## src/rtl/serial_full_subtractor_if.sv

```systemverilog
// Bundles the operand/command and result/status signals of the bit-serial
// subtractor so the datapath and its driver share one connection.
//   start, a_in, b_in, borrow_in : command and operands (master -> slave)
//   busy, done                   : RUN indicator, one-cycle completion pulse
//   diff, borrow_out, overflow   : parallel result, held until next completion
//   diff_bit, diff_bit_valid     : serial result stream, LSB first
interface serial_full_subtractor_if #(
    parameter int WIDTH = 8
);
    logic             start;
    logic [WIDTH-1:0] a_in;
    logic [WIDTH-1:0] b_in;
    logic             borrow_in;
    logic             busy;
    logic             done;
    logic [WIDTH-1:0] diff;
    logic             borrow_out;
    logic             overflow;
    logic             diff_bit;
    logic             diff_bit_valid;

    modport master (
        output start, a_in, b_in, borrow_in,
        input  busy, done, diff, borrow_out, overflow, diff_bit, diff_bit_valid
    );

    modport slave (
        input  start, a_in, b_in, borrow_in,
        output busy, done, diff, borrow_out, overflow, diff_bit, diff_bit_valid
    );
endinterface

```

## src/rtl/serial_full_subtractor.sv

```systemverilog
// Bit-serial subtractor: diff = a - b - borrow_in, one bit per cycle, LSB first.
// A single full-subtractor cell works on the operand LSBs while a registered
// borrow carries between bits.
//   clk   : rising-edge clock
//   rst_n : asynchronous active-low reset
//   bus   : serial_full_subtractor_if slave (command, operands, results)
//
// state | meaning
// IDLE  | waiting for start; result outputs hold last completed value
// RUN   | WIDTH cycles, one result bit per cycle
// DONE  | one cycle, done pulse with the parallel result
module serial_full_subtractor #(
    parameter  int WIDTH = 8,
    localparam int CNT_W = $clog2(WIDTH + 1)
) (
    input  logic                     clk,
    input  logic                     rst_n,
    serial_full_subtractor_if.slave  bus
);

    typedef enum logic [1:0] {
        IDLE = 2'd0,
        RUN  = 2'd1,
        DONE = 2'd2
    } state_t;

    state_t           r_state;
    state_t           w_state_nxt;

    logic [WIDTH-1:0] r_a_sr;
    logic [WIDTH-1:0] r_b_sr;
    logic             r_br;
    logic [CNT_W-1:0] r_cnt;
    logic [WIDTH-1:0] r_res;
    logic [WIDTH-1:0] r_diff;
    logic             r_borrow_out;
    logic             r_overflow;

    logic             w_d;
    logic             w_bnext;
    logic             w_last;

    // Full-subtractor cell on the current LSBs.
    assign w_d     = r_a_sr[0] ^ r_b_sr[0] ^ r_br;
    assign w_bnext = (~r_a_sr[0] & r_b_sr[0]) | (~(r_a_sr[0] ^ r_b_sr[0]) & r_br);
    assign w_last  = (r_cnt == CNT_W'(WIDTH - 1));

    always_ff @(posedge clk or negedge rst_n) begin
        if (!rst_n) begin
            r_state <= IDLE;
        end else begin
            r_state <= w_state_nxt;
        end
    end

    always_comb begin
        w_state_nxt = r_state;
        case (r_state)
            IDLE:    if (bus.start) w_state_nxt = RUN;
            RUN:     if (w_last)    w_state_nxt = DONE;
            DONE:    w_state_nxt = IDLE;
            default: w_state_nxt = IDLE;
        endcase
    end

    always_ff @(posedge clk or negedge rst_n) begin
        if (!rst_n) begin
            r_a_sr       <= '0;
            r_b_sr       <= '0;
            r_br         <= 1'b0;
            r_cnt        <= '0;
            r_res        <= '0;
            r_diff       <= '0;
            r_borrow_out <= 1'b0;
            r_overflow   <= 1'b0;
        end else begin
            case (r_state)
                IDLE: begin
                    if (bus.start) begin
                        r_a_sr <= bus.a_in;
                        r_b_sr <= bus.b_in;
                        r_br   <= bus.borrow_in;
                        r_cnt  <= '0;
                    end
                end
                RUN: begin
                    r_a_sr <= {1'b0, r_a_sr[WIDTH-1:1]};
                    r_b_sr <= {1'b0, r_b_sr[WIDTH-1:1]};
                    r_res  <= {w_d, r_res[WIDTH-1:1]};
                    r_br   <= w_bnext;
                    r_cnt  <= r_cnt + CNT_W'(1);
                    if (w_last) begin
                        // Public result updates only here, so diff stays
                        // stable while the next operation is computing.
                        r_diff       <= {w_d, r_res[WIDTH-1:1]};
                        r_borrow_out <= w_bnext;
                        // r_br is the borrow into the MSB at this point.
                        r_overflow   <= r_br ^ w_bnext;
                    end
                end
                default: ;
            endcase
        end
    end

    // Status outputs decode the registered state, so reset clears them at once.
    assign bus.busy           = (r_state == RUN);
    assign bus.done           = (r_state == DONE);
    assign bus.diff_bit_valid = (r_state == RUN);
    assign bus.diff_bit       = (r_state == RUN) ? w_d : 1'b0;
    assign bus.diff           = r_diff;
    assign bus.borrow_out     = r_borrow_out;
    assign bus.overflow       = r_overflow;

endmodule
```

## src/flat_wrapper.sv

```systemverilog
// flat-port wrapper written by rule: the top's interface ports become plain ports
module serial_full_subtractor_flat 
#(
    parameter  int WIDTH = 8,
    localparam int CNT_W = $clog2(WIDTH + 1)
)
  (clk, rst_n, bus_start, bus_a_in, bus_b_in, bus_borrow_in, bus_busy, bus_done, bus_diff, bus_borrow_out, bus_overflow, bus_diff_bit, bus_diff_bit_valid);
  serial_full_subtractor_if #(.WIDTH(WIDTH)) bus_i ();
  input  logic clk;
  input  logic rst_n;
  input wire logic [$bits(bus_i.start)-1:0] bus_start;
  input wire logic [$bits(bus_i.a_in)-1:0] bus_a_in;
  input wire logic [$bits(bus_i.b_in)-1:0] bus_b_in;
  input wire logic [$bits(bus_i.borrow_in)-1:0] bus_borrow_in;
  output wire logic [$bits(bus_i.busy)-1:0] bus_busy;
  output wire logic [$bits(bus_i.done)-1:0] bus_done;
  output wire logic [$bits(bus_i.diff)-1:0] bus_diff;
  output wire logic [$bits(bus_i.borrow_out)-1:0] bus_borrow_out;
  output wire logic [$bits(bus_i.overflow)-1:0] bus_overflow;
  output wire logic [$bits(bus_i.diff_bit)-1:0] bus_diff_bit;
  output wire logic [$bits(bus_i.diff_bit_valid)-1:0] bus_diff_bit_valid;
  assign bus_i.start = bus_start;
  assign bus_i.a_in = bus_a_in;
  assign bus_i.b_in = bus_b_in;
  assign bus_i.borrow_in = bus_borrow_in;
  assign bus_busy = bus_i.busy;
  assign bus_done = bus_i.done;
  assign bus_diff = bus_i.diff;
  assign bus_borrow_out = bus_i.borrow_out;
  assign bus_overflow = bus_i.overflow;
  assign bus_diff_bit = bus_i.diff_bit;
  assign bus_diff_bit_valid = bus_i.diff_bit_valid;
  serial_full_subtractor #(.WIDTH(WIDTH)) u_core (.clk(clk), .rst_n(rst_n), .bus(bus_i));
endmodule
```

## config.mk

```make
export PLATFORM = sky130hd
export DESIGN_NAME = serial_full_subtractor_flat
export DESIGN_NICKNAME = d
export VERILOG_FILES = /design/src/rtl/serial_full_subtractor_if.sv /design/src/rtl/serial_full_subtractor.sv /design/src/flat_wrapper.sv
export SDC_FILE = /design/constraint.sdc
export NUM_CORES = 1
export LEC_CHECK = 0
export ABC_CLOCK_PERIOD_IN_PS = 1790
export BUFFER_PORTS_ARGS = -buffer_cell sky130_fd_sc_hd__buf_4
export CAP_MARGIN = 20
export CORE_UTILIZATION = 40
export DETAILED_ROUTE_END_ITERATION = 12
export SLEW_MARGIN = 10
export SYNTH_ARGS = -nofsm -noshare
export SYNTH_HDL_FRONTEND = slang
export SYNTH_SLANG_ARGS = --single-unit
```

## constraint.sdc

```tcl
create_clock -name clk -period 1.79 [get_ports clk]
set_clock_uncertainty 0.1 [all_clocks]
set_input_delay 0.179 -clock clk [delete_from_list [all_inputs] [get_ports clk]]
set_output_delay 0.179 -clock clk [all_outputs]
set_load 0.1 [all_outputs]
```

# Word-level counts from Yosys, hierarchy flattened
# Cells that the tools add are included.
[totals] ff_bits=41 input_bits=20 out_inout_bits=14 word_cells=40
[classes] addsub=1 eq_ne=5 n_mux=12 n_bitwise=8 n_reduce_logical=5
[ops] op="one-hot mux 8 bit (2 select lines)" count=2
[ops] op="two-way mux 8 bit" count=2
[ops] op="one-hot mux 4 bit (2 select lines)" count=1
[ops] op="AND reduction 2 bit" count=3
[ops] op="adder 4 x 1 -> 4 bit, second input constant" count=1
[ops] op="equality test 4 x 3 -> 1 bit, second input constant" count=1
[ops] op="two-way mux 2 bit" count=2
[ops] op="two-way mux 4 bit" count=1
[ops] op="one-hot mux 2 bit (2 select lines)" count=1
[ops] op="bitwise XOR 1 bit" count=3
[ops] op="bitwise AND 1 bit" count=2
[ops] op="equality test 2 x 1 -> 1 bit, second input constant" count=1
[ops] op="equality test 2 bit, second input constant" count=1
[ops] op="zero test 2 bit" count=1
[ops] op="two-way mux 1 bit" count=2
[ops] op="inequality test 2 x 1 -> 1 bit, second input constant" count=1
[ops] op="inequality test 2 bit, second input constant" count=1
[ops] op="inverter 1 bit" count=2
[ops] op="one-hot mux 1 bit (2 select lines)" count=1
[ops] op="nonzero test 2 bit" count=1
[ops] op="OR 1 bit" count=1

# Logic depth before layout (Yosys ltp)
[logic_depth] word_depth=5 mapped_depth=5 ltp_nobuf=4

# Worst setup path before layout
# Ideal clock, no wire load.
[synth_path] path_type="reg2out" start="reg u_core.r_state[1]" end="out bus_done" t_arrival_ps=2181 t_required_ps=1511 slack_ps=-670 path_stages_with_launch=4 path_buffers=2 cell_sequence="dfrtp_1 -> buf_2 -> clkbuf_1 -> nor2b_1"
[synth_between] elab_chain_len=1
[synth_lines] item="start: declaration" line_no="serial_full_subtractor.sv:27" source="state_t r_state;"
[synth_lines] item="start signal: assignment" line_no="serial_full_subtractor.sv:52" source="r_state <= w_state_nxt;"
[synth_lines] item="equality test 2 bit" line_no="serial_full_subtractor.sv:108" source="assign bus.done = (r_state == DONE);"
[synth_lines] item="end: declaration" line_no="flat_wrapper.sv:16" source="output wire logic [$bits(bus_i.done)-1:0] bus_done;"
# Every way passes these cells.

# Final worst setup path
[layout_path] start="reg u_core.r_b_sr[0]" end="out bus_diff_bit"
[layout_between] elab_chain_len=3
[layout_lines] item="start: declaration" line_no="serial_full_subtractor.sv:31" source="logic [WIDTH-1:0] r_b_sr;"
[layout_lines] item="start signal: assignment" line_no="serial_full_subtractor.sv:81" source="r_b_sr <= bus.b_in;"
[layout_lines] item="start signal: assignment" line_no="serial_full_subtractor.sv:88" source="r_b_sr <= {1'b0, r_b_sr[WIDTH-1:1]};"
[layout_lines] item="bitwise XOR 1 bit (2 in a row)" line_no="serial_full_subtractor.sv:44" source="assign w_d = r_a_sr[0] ^ r_b_sr[0] ^ r_br;"
[layout_lines] item="named net u_core.w_d" line_no="serial_full_subtractor.sv:39" source="logic w_d;"
[layout_lines] item="two-way mux 1 bit" line_no="serial_full_subtractor.sv:110" source="assign bus.diff_bit = (r_state == RUN) ? w_d : 1'b0;"
[layout_lines] item="end: declaration" line_no="flat_wrapper.sv:20" source="output wire logic [$bits(bus_i.diff_bit)-1:0] bus_diff_bit;"
# The timed path passes the listed nets, and every way through them passes these cells.

==> metrics.csv <==
stage,metric,value,unit
synth,synth-edff-count,0,
clocking,clkTransAtPathRegs,0.07,ns
clocking,cts-buffers-inserted,5,
floorplanning,core_area,4410,um2
timing,tightest_slew,0.506,ns
cells_and_area,layout_commonest_cell,buf_4,
worst_hold_path,min_path_type,in -> reg,
placed_design,gp_congestion,0.758,
clocking,clockBufferDepth,2,
clocking,clock_latency,0.29,ns
synth,synth-warning-count,0,
drt,finalWirelength,3840,um
global_routing,grt_max_degree,41,
timing,holdWs,0.0462,ns
floorplanning,dieArea,4960,um2
floorplanning,die_x,70.4,um
timing,finalSetupViolations,1,
timing,finalHoldViolations,0,
floorplanning,rows,24,
cells_and_area,drive_above_1_share,31.6,%
placed_design,dp_slack,0.123,ns
worst_setup_path,crit_fanout,2,
drt,antenna_left,0,
cells_and_area,diodes,0,
cells_and_area,mostFrequentLayoutCells,"43 x buf_4, 40 x dfrtp_1, 24 x nand2_1",
placed_design,hpwl,2600,um
drt,route.detailed.drc,0,
synth,syn_area,1870,um2
synth,ys_types,32,
floorplanning,ios,34,
global_routing,antenna_found_initial,0,
clocking,clock-sinks,40,
outcome,outcome,"finished, violations left",
outcome,violations,negative setup slack,
clocking,cts-root-buf,clkbuf_8,
cells_and_area,fin_nets,237,
placed_design,io_buffers,33,
clocking,ctsHtreeMaxLevel,2,
drt,vias,1409,
synth,ys_ff_latch,40,
clocking,cts_tree,done,
timing,min_period,1.86,ns
worst_setup_path,cp.arrival,1.58,ns
worst_setup_path,cp-end-kind,primary output,
placed_design,dp.cells,255,
timing,max_freq,538,MHz
global_routing,grt_remaining_overflow,0,
worst_setup_path,setup.worst_path.class,reg -> out,
synth,synth_nets,195,
global_routing,grt_pass1_wl,6580,um
global_routing,grt_pass1_vias,1436,
worst_setup_path,cp.required,1.51,ns
timing,maxSlewHeadroom,66.3,%
worst_setup_path,startpoint_type,flip-flop,
drt,firstDrtPassIters,4,
timing,layout_setup_ws,-0.0672,ns
cells_and_area,area_growth_syn_to_layout,25.1,%
floorplanning,die_h,70.4,um
drt,via_per_inst,5.28,
synth,synthCells,173,
timing,rsz0062_at_grt,yes,
synth,ys_seq_area_share,53.4,%
drt,wl_per_cell,14.4,um
timing,fin_crit_sh,104,%
global_routing,track_usage,17.1,%
synth,async_reset_ff_share,100,%
drt,drtIter0Drc,74,
timing,slew_viol_final,0,
floorplanning,initial_core_util,42.4,%
cells_and_area,instances_no_fill,267,
synth,avgSynthCellArea,10.8,um2
job,cap_violations,0,
synth,synthFlopType,dfrtp_1,
-- flip-flops by register name, summed over array words and instances, names as in the netlist --
| signal | count |
|---|---|
| u_core.r_a_sr | 8 |
| u_core.bus.overflow | 1 |
| u_core.r_b_sr | 8 |
| u_core.r_state | 2 |
| u_core.r_res | 7 |
| u_core.bus.diff | 8 |
| u_core.bus.borrow_out | 1 |
| u_core.r_br | 1 |
| u_core.r_cnt | 4 |
-- critical path, stage by stage, from the launching register on --
cell and delay (ns):
dfrtp_1 0.36, inv_2 0.05, fa_1 0.55, and2_4 0.16, buf_12 0.17
-- worst paths after layout --
kind	startpoint	to	slack, ns	cells past startpoint
min	bus_b_in[2]	u_core.r_b_sr[2]$_DFFE_PN0P_	0.05	3
min in group asynchronous	rst_n	u_core.bus.diff[0]$_DFFE_PN0P_	0.29	2
max	u_core.r_b_sr[0]$_DFFE_PN0P_	bus_diff_bit	-0.07	4
max reg2reg	u_core.r_cnt[0]$_DFFE_PN0P_	u_core.bus.diff[2]$_DFFE_PN0P_	0.18	5
min reg2reg	u_core.r_res[1]$_DFFE_PN0P_	u_core.r_res[1]$_DFFE_PN0P_	0.40	2
max in group asynchronous	rst_n	u_core.bus.diff[6]$_DFFE_PN0P_	0.94	2
-- cells in the mapped netlist, types with 2 or more instances --
cell type / n / share of area (%)
clkbuf_1: 3 / 0.60
a22o_1: 2 / 0.94
o21ai_1: 3 / 0.80
buf_6: 2 / 1.2
dfrtp_1: 40 / 53
and2b_1: 6 / 2.4
a2bb2oi_1: 3 / 1.4
nand2_1: 24 / 4.8
nand3_1: 2 / 0.53
mux2_4: 8 / 6.4
a22oi_1: 13 / 5.2
nor2b_1: 10 / 3.3
buf_2: 5 / 1.3
o21ai_0: 15 / 4.0
mux2i_1: 2 / 1.1
a21oi_1: 16 / 4.3
inv_1: 4 / 0.80
-- per-stage QoR --
step / instance area (um2) / setup TNS, ns / util (%)
final: 2340 / -0.0672 / 53.1
after global routing: 2340 / -0.123 / 53.1
after CTS: 2320 / -0.0959 / 52.6
after detailed placement: 2190 / 0 / 49.5
after global placement: 2190 / 0 / 49.5
after floorplan: 1880 / -0.159 / -
-- cell type report --
type,count,area [um2]
clock buffer,7,96.3
sequential,40,1000
tap,52,65.1
inverter,4,15.0
timing repair buffer,47,375
fill,393,2070
multi-input combinational,117,791
-- kinds of logic (layout without fill, tap and decap cells) --
family,after synthesis,after routing,share of synthesized area [%]
muxes,11,11,8.08
adders and majority gates,2,2,1.74
buffers and inverters,16,58,4.61
and+or+nand+nor,48,48,13.8
xor gates and xnor gates,1,1,0.468
DFF,40,40,53.4
AOI/OAI and AO/OA,55,55,17.9
-- per-layer routing --
metal	vias to the layer above	wire length [um]	global-route usage, %
li1	684	-	-
met1	677	1750	21.1
met2	42	1860	28.3
met3	6	183	5.48
met4	0	42	5.11
met5	-	0	0
-- what timing repair did --
action,4_1_cts,5_1_grt
hold endpoints to repair,40,0
setup endpoints to repair,1,3
gates resized for setup,5,3
pin swaps,1,1
buffers inserted,2,2
hold buffers,1,0
Power is not shown: default switching activity piles up to over one toggle a cycle in this logic, so the estimate is an artifact.
